==> config.mk <==
export PLATFORM = sky130hd
export DESIGN_NAME = tiny_mips_core_p
export DESIGN_NICKNAME = d
export VERILOG_FILES = /design/src/rtl/tiny_mips_core_p.sv
export SDC_FILE = /design/constraint.sdc
export NUM_CORES = 1
export LEC_CHECK = 0
export CAP_MARGIN = 20
export CORE_AREA = 2 2 212 214
export DETAILED_ROUTE_END_ITERATION = 16
export DIE_AREA = 0 0 214 216
export PLACE_DENSITY_LB_ADDON = 0.3
export SLEW_MARGIN = 20
export SYNTH_ARGS = -nofsm -noshare
export SYNTH_HDL_FRONTEND = slang
export SYNTH_SLANG_ARGS = --single-unit
==> constraint.sdc <==
create_clock -name clk -period 10.59 [get_ports clk]
set_clock_uncertainty 0.1 [all_clocks]
set_input_delay 1.5885 -clock clk [delete_from_list [all_inputs] [get_ports clk]]
set_output_delay 1.5885 -clock clk [all_outputs]
set_load 0.1 [all_outputs]
==> src/rtl/tiny_mips_core_p.sv <==
// tiny_mips_core_p: unpipelined multi-cycle 16-bit-instruction core.
// Each instruction walks FETCH -> DECODE -> EXEC (-> MEM for LD/ST).
// All memory-interface outputs are registered and held until the ack is sampled.
//
// Memory handshake: the core raises mem_req together with mem_we/mem_addr/mem_wdata
// and keeps all four frozen until it samples mem_ack=1 on a rising edge; mem_req
// drops on the following cycle. mem_ack is ignored whenever mem_req is low.
module tiny_mips_core_p #(
    parameter int DW = 16,
    parameter int AW = 8
) (
    input  logic          clk,
    input  logic          rst,
    output logic          mem_req,
    output logic          mem_we,
    output logic [AW-1:0] mem_addr,
    output logic [DW-1:0] mem_wdata,
    input  logic [DW-1:0] mem_rdata,
    input  logic          mem_ack,
    output logic          halted,
    output logic [AW-1:0] pc,
    output logic [2:0]    dbg_state
);

    typedef enum logic [2:0] {
        S_FETCH  = 3'd0,
        S_DECODE = 3'd1,
        S_EXEC   = 3'd2,
        S_MEM    = 3'd3,
        S_HALT   = 3'd4
    } state_t;

    localparam logic [3:0] OP_ADD  = 4'h0;
    localparam logic [3:0] OP_ADDI = 4'h1;
    localparam logic [3:0] OP_MUL  = 4'h2;
    localparam logic [3:0] OP_SRL  = 4'h3;
    localparam logic [3:0] OP_LD   = 4'h4;
    localparam logic [3:0] OP_ST   = 4'h5;
    localparam logic [3:0] OP_CP   = 4'h6;
    localparam logic [3:0] OP_CPI  = 4'h7;
    localparam logic [3:0] OP_BEQ  = 4'h8;
    localparam logic [3:0] OP_BLT  = 4'h9;
    localparam logic [3:0] OP_BGT  = 4'hA;
    localparam logic [3:0] OP_JMP  = 4'hB;
    localparam logic [3:0] OP_HALT = 4'hF;

    localparam logic [DW-1:0] DW_L  = DW'(DW);
    localparam logic [DW-1:0] DW2_L = DW'(2 * DW);

    state_t          state_q, state_d;
    logic [AW-1:0]   pc_q, pc_d;
    logic [15:0]     iw_q, iw_d;
    logic [DW-1:0]   t1_q, t1_d;
    logic [DW-1:0]   t2_q, t2_d;
    logic            mem_req_q, mem_req_d;
    logic            mem_we_q, mem_we_d;
    logic [AW-1:0]   mem_addr_q, mem_addr_d;
    logic [DW-1:0]   mem_wdata_q, mem_wdata_d;
    logic            halted_q, halted_d;
    logic [DW-1:0]   regs_q [8];

    logic            rf_we;
    logic [2:0]      rf_waddr;
    logic [DW-1:0]   rf_wdata;

    // Instruction fields
    logic [3:0]      op;
    logic [2:0]      rd;
    logic [2:0]      rs;
    logic [2:0]      rt;
    logic [5:0]      imm6;
    logic [8:0]      imm9;
    logic [11:0]     imm12;
    logic            is_branch;

    assign op        = iw_q[15:12];
    assign rd        = iw_q[11:9];
    assign rs        = iw_q[8:6];
    assign rt        = iw_q[5:3];
    assign imm6      = iw_q[5:0];
    assign imm9      = iw_q[8:0];
    assign imm12     = iw_q[11:0];
    assign is_branch = (op == OP_BEQ) || (op == OP_BLT) || (op == OP_BGT);

    // Datapath helpers, all operating on the latched T1/T2 so rd==source reads old values
    logic [DW-1:0]   add_res;
    logic [DW-1:0]   addi_res;
    logic [DW-1:0]   mul_res;
    logic [DW-1:0]   shift_res;
    logic [AW-1:0]   pc_inc;
    logic [AW-1:0]   pc_br;
    logic [AW-1:0]   pc_jmp;
    logic [AW-1:0]   ea;
    logic [AW-1:0]   next_pc;

    assign add_res  = t1_q + t2_q;
    assign addi_res = t1_q + DW'($signed(imm6));
    assign mul_res  = t1_q * t2_q;
    assign pc_inc   = pc_q + AW'(1);
    assign pc_br    = pc_q + AW'($signed(imm6));
    assign pc_jmp   = pc_q + AW'($signed(imm12));
    assign ea       = AW'(t1_q) + AW'(imm6);

    // Combined shifter: right shift below DW, left shift by (T2-DW) up to 2*DW, else zero
    always_comb begin
        shift_res = '0;
        if (t2_q < DW_L) begin
            shift_res = t1_q >> t2_q;
        end else if (t2_q < DW2_L) begin
            shift_res = t1_q << (t2_q - DW_L);
        end
    end

    // Next-state, datapath and registered-output next values
    always_comb begin
        state_d     = state_q;
        pc_d        = pc_q;
        iw_d        = iw_q;
        t1_d        = t1_q;
        t2_d        = t2_q;
        mem_req_d   = mem_req_q;
        mem_we_d    = mem_we_q;
        mem_addr_d  = mem_addr_q;
        mem_wdata_d = mem_wdata_q;
        halted_d    = halted_q;
        rf_we       = 1'b0;
        rf_waddr    = rd;
        rf_wdata    = '0;
        next_pc     = pc_inc;

        unique case (state_q)
            S_FETCH: begin
                if (!mem_req_q) begin
                    // Issue the fetch (after reset or after a MEM completion)
                    mem_req_d  = 1'b1;
                    mem_we_d   = 1'b0;
                    mem_addr_d = pc_q;
                end else if (mem_ack) begin
                    iw_d      = mem_rdata[15:0];
                    mem_req_d = 1'b0;
                    state_d   = S_DECODE;
                end
            end

            S_DECODE: begin
                if (is_branch) begin
                    t1_d = regs_q[rd];
                    t2_d = regs_q[rs];
                end else begin
                    t1_d = regs_q[rs];
                    t2_d = regs_q[rt];
                end
                state_d = S_EXEC;
            end

            S_EXEC: begin
                case (op)
                    OP_ADD:  begin rf_we = 1'b1; rf_wdata = add_res;   end
                    OP_ADDI: begin rf_we = 1'b1; rf_wdata = addi_res;  end
                    OP_MUL:  begin rf_we = 1'b1; rf_wdata = mul_res;   end
                    OP_SRL:  begin rf_we = 1'b1; rf_wdata = shift_res; end
                    OP_CP:   begin rf_we = 1'b1; rf_wdata = t1_q;      end
                    OP_CPI:  begin rf_we = 1'b1; rf_wdata = DW'(imm9); end
                    OP_BEQ:  if (t1_q == t2_q) next_pc = pc_br;
                    OP_BLT:  if (t1_q <  t2_q) next_pc = pc_br;
                    OP_BGT:  if (t1_q >  t2_q) next_pc = pc_br;
                    OP_JMP:  next_pc = pc_jmp;
                    default: ;
                endcase

                if ((op == OP_LD) || (op == OP_ST)) begin
                    mem_req_d   = 1'b1;
                    mem_we_d    = (op == OP_ST);
                    mem_addr_d  = ea;
                    mem_wdata_d = regs_q[rd];
                    state_d     = S_MEM;
                end else if (op == OP_HALT) begin
                    halted_d = 1'b1;
                    state_d  = S_HALT;
                end else begin
                    // Launch the next fetch directly so a plain instruction costs 3 cycles
                    pc_d       = next_pc;
                    mem_req_d  = 1'b1;
                    mem_we_d   = 1'b0;
                    mem_addr_d = next_pc;
                    state_d    = S_FETCH;
                end
            end

            S_MEM: begin
                if (mem_req_q && mem_ack) begin
                    if (!mem_we_q) begin
                        rf_we    = 1'b1;
                        rf_wdata = mem_rdata;
                    end
                    mem_req_d = 1'b0;
                    mem_we_d  = 1'b0;
                    pc_d      = pc_inc;
                    state_d   = S_FETCH;
                end
            end

            S_HALT: begin
                mem_req_d = 1'b0;
                halted_d  = 1'b1;
            end

            default: state_d = S_FETCH;
        endcase
    end

    // State, PC, instruction/operand latches and memory-interface outputs
    always_ff @(posedge clk or posedge rst) begin
        if (rst) begin
            state_q     <= S_FETCH;
            pc_q        <= '0;
            iw_q        <= '0;
            t1_q        <= '0;
            t2_q        <= '0;
            mem_req_q   <= 1'b0;
            mem_we_q    <= 1'b0;
            mem_addr_q  <= '0;
            mem_wdata_q <= '0;
            halted_q    <= 1'b0;
        end else begin
            state_q     <= state_d;
            pc_q        <= pc_d;
            iw_q        <= iw_d;
            t1_q        <= t1_d;
            t2_q        <= t2_d;
            mem_req_q   <= mem_req_d;
            mem_we_q    <= mem_we_d;
            mem_addr_q  <= mem_addr_d;
            mem_wdata_q <= mem_wdata_d;
            halted_q    <= halted_d;
        end
    end

    // Register file: a single write port, at most one write per instruction
    always_ff @(posedge clk or posedge rst) begin
        if (rst) begin
            for (int i = 0; i < 8; i++) begin
                regs_q[i] <= '0;
            end
        end else if (rf_we) begin
            regs_q[rf_waddr] <= rf_wdata;
        end
    end

    assign mem_req   = mem_req_q;
    assign mem_we    = mem_we_q;
    assign mem_addr  = mem_addr_q;
    assign mem_wdata = mem_wdata_q;
    assign halted    = halted_q;
    assign pc        = pc_q;
    assign dbg_state = state_q;

endmodule

==> results.ini <==
[routing]
num_vias=17065
dr.first_iter.drc_count=1894
vias_per_cell=6.255
drc=0
dr.pass1.iters=6
ant_nets=0
post_drt_wl_per_cell_um=23.57
wl_um=64290

[synth]
yosys.area.top_type_share=0.2728
synth_commonest_cells=337 x nand2_1, 223 x o21ai_0, 214 x dfrtp_1
yosys.area.top_type=dfrtp_1
ys_seq_area_frac=0.2728
async_reset_ff_frac=1.000
synthTopCellsByArea=dfrtp_1 27%, mux4_2 12%, fa_1 8.5%
synth_cell_types=80
synth_edf_count=0
synth_ff_type=dfrtp_1
yosysMostFrequentCell=nand2_1
post_synth.cell_area_avg_um2=9.151
syn-num-nets=2351
netlist_instances=2145
ys_ff_latch=214
yosysWarnings=0
netlist_area_um2=19630

[pwr]
power.share.switching=0.5162
powerDensity_nw_per_um2=254.9
totalPowerFinal_uw=5490
sequentialPowerShare=0.234
p_leak_uw=0.009215
peakVddDrop_uv=201.7
power.switching_uw=2834
clock_power_share=0.158
p_comb_frac=0.609
p_int_uw=2656

[finish]
layout-area-overhead-vs-synth_pct=9.708
drive_gt1_frac=0.1208
nFillCells=4111
antennaDiodeCount=0
nNetsFinal=2328
post-route-util=0.4913

[cts]
clk_latency_ns=0.54
numCtsBuffers=25
path_clk_slew_ns=0.06
tritoncts=built
postCtsHoldBufs=0
cts_setup_buffers=0
cts.sinks=214
clockBufferDepth=3
htree_levels=1
cts_resized=0
cts-root-buf=clkbuf_16

[setup_path]
r2r-start=t1_q[1]
endpoint_kind=flip-flop
crit_fanout=19
reg2reg_depth=19
reg2reg_slack_ns=3.35
crit_arrival_ns=7.49
critPathKind=flip-flop to flip-flop
cp.required_ns=10.85
critical_path.startpoint_type=flip-flop
rr_endpoint=regs_q[127]

[floorplanning]
start_util=0.4478
dieArea_um2=46220
design.core.area_um2=43840
fp-row-count=77
die_h_um=216
ioPinCount=57
die_w_um=214

[global_routing]
grt_pass1_wl_um=100100
antenna_found_initial=0
grt.overflow.total=0
grt_use_total=0.2771
grt_start_max_net_pins=137
grt_pass1_vias=16978

[sta]
tightest_slew_ns=1.115
fin_crit_sh=0.6834
holdWs_ns=0.3671
rsz0062_at_grt=no
fmax_mhz=138.2
slew_headroom=0.2549
setup_viol=0
setup_ws_ns=3.353
hold_violations=0
fin_crit_ns=7.237
setup_tns_ns=0
finalMaxSlewViolations=0

[run_status]
outcome=finished clean

[flow_run]
maxCapViolCount=0

[placed_design]
pre_cts_slack_ns=3.526
gp_congestion=0.9699
dp_hpwl_um=44050
port-buffer-count=56

[worst_hold_path]
worstHoldStart=halted
holdPathStages=1
min_to=halted
hold_class=flip-flop to flip-flop

routing by layer:
layer / up-vias / wire length [um] / share of wire / global-route usage
met2: 836 / 29600 / 0.46 / 0.4471
met4: 0 / 2574 / 0.040 / 0.1023
met1: 8494 / 26700 / 0.42 / 0.3805
li1: 7572 / - / - / -
met3: 163 / 5412 / 0.084 / 0.03961
met5: - / 0 / 0 / 0
sequential cells by signal, indices dropped and copies added (netlist names):
register,cells
regs_q,128
t1_q,16
dbg_state,3
iw_q,16
mem_wdata,16
pc,8
t2_q,16
mem_addr,8
halted,1
mem_req,1
mem_we,1
power by group through the flow:
stage	Combinational (uW)	Clock (uW)	Sequential, uW
2_1_floorplan	2050	0	1550
3_3_place_gp	3230	0	1270
3_5_place_dp	3280	0	1280
4_1_cts	3290	882	1270
5_1_grt	3560	917	1310
6_report	3340	865	1280
cells in the final DEF (no fill, tap or decap), drive strengths merged, types with 26 or more instances in the layout:
| master | netlist | layout |
|---|---|---|
| nand2 | 338 | 338 |
| clkbuf | 121 | 39 |
| xnor2 | 39 | 39 |
| and2 | 56 | 56 |
| o21ai | 258 | 258 |
| a22oi | 26 | 26 |
| buf | 30 | 45 |
| fa | 83 | 83 |
| a21oi | 84 | 84 |
| inv | 157 | 157 |
| nand3 | 29 | 29 |
| dfrtp | 214 | 214 |
| clkdlybuf4s50 | 0 | 56 |
| mux4 | 104 | 104 |
| ha | 104 | 104 |
| mux2 | 42 | 42 |
| nor2 | 104 | 104 |
| mux2i | 61 | 61 |
| nor3 | 26 | 26 |
metrics by stage:
step / cell area (um2) / std cells
floorplan: 19630 / 2145
global placement: 20720 / 2687
detailed placement: 20720 / 2687
CTS: 21530 / 2728
global route: 21530 / 2728
finish: 21530 / 2728
worst max-delay path, cell delays in order (launching register included):
cell	delay (ns)
dfrtp_1	0.86
clkinv_1	0.63
nor2_1	0.28
fa_1	0.46
fa_1	0.44
ha_1	0.20
fa_1	0.47
inv_1	0.05
fa_1	0.49
fa_1	0.49
inv_1	0.05
ha_1	0.32
nand3_1	0.10
a21oi_1	0.05
o31ai_1	0.53
a31oi_1	0.23
a31oi_1	0.31
xnor2_1	0.12
a21oi_1	0.65
a31oi_1	0.18
worst max-delay path by stage:
stage                        from  slack, ns           end
final                     t1_q[1]       3.35   regs_q[127]
after global routing      t1_q[1]       2.99    regs_q[47]
after CTS                 t1_q[1]       3.46   regs_q[127]
after detailed placement  t1_q[1]       3.53    regs_q[47]
after global placement    t1_q[1]       3.67    regs_q[95]
after floorplan               rst       3.05  dbg_state[0]
cell families after synthesis:
family / share of synthesized area
flops: 0.2728
buf+inv: 0.06024
compound gates: 0.1675
fa+ha+maj: 0.1509
simple gates: 0.1457
xor+xnor: 0.02837
mux: 0.1745
layout make-up:
class | instances | area [um2] | area share
repair buffers | 101 | 902.1 | 0.04189
clock inverters | 2 | 60.06 | 0.002789
clock buffers | 39 | 748.2 | 0.03475
flip-flops and latches | 214 | 5361 | 0.2490
well taps | 592 | 740.7 | 0.03440
inverters | 159 | 604.3 | 0.02806
multi-input cells | 1621 | 13120 | 0.6091
Note: power is estimated with default switching activity, not from simulation.
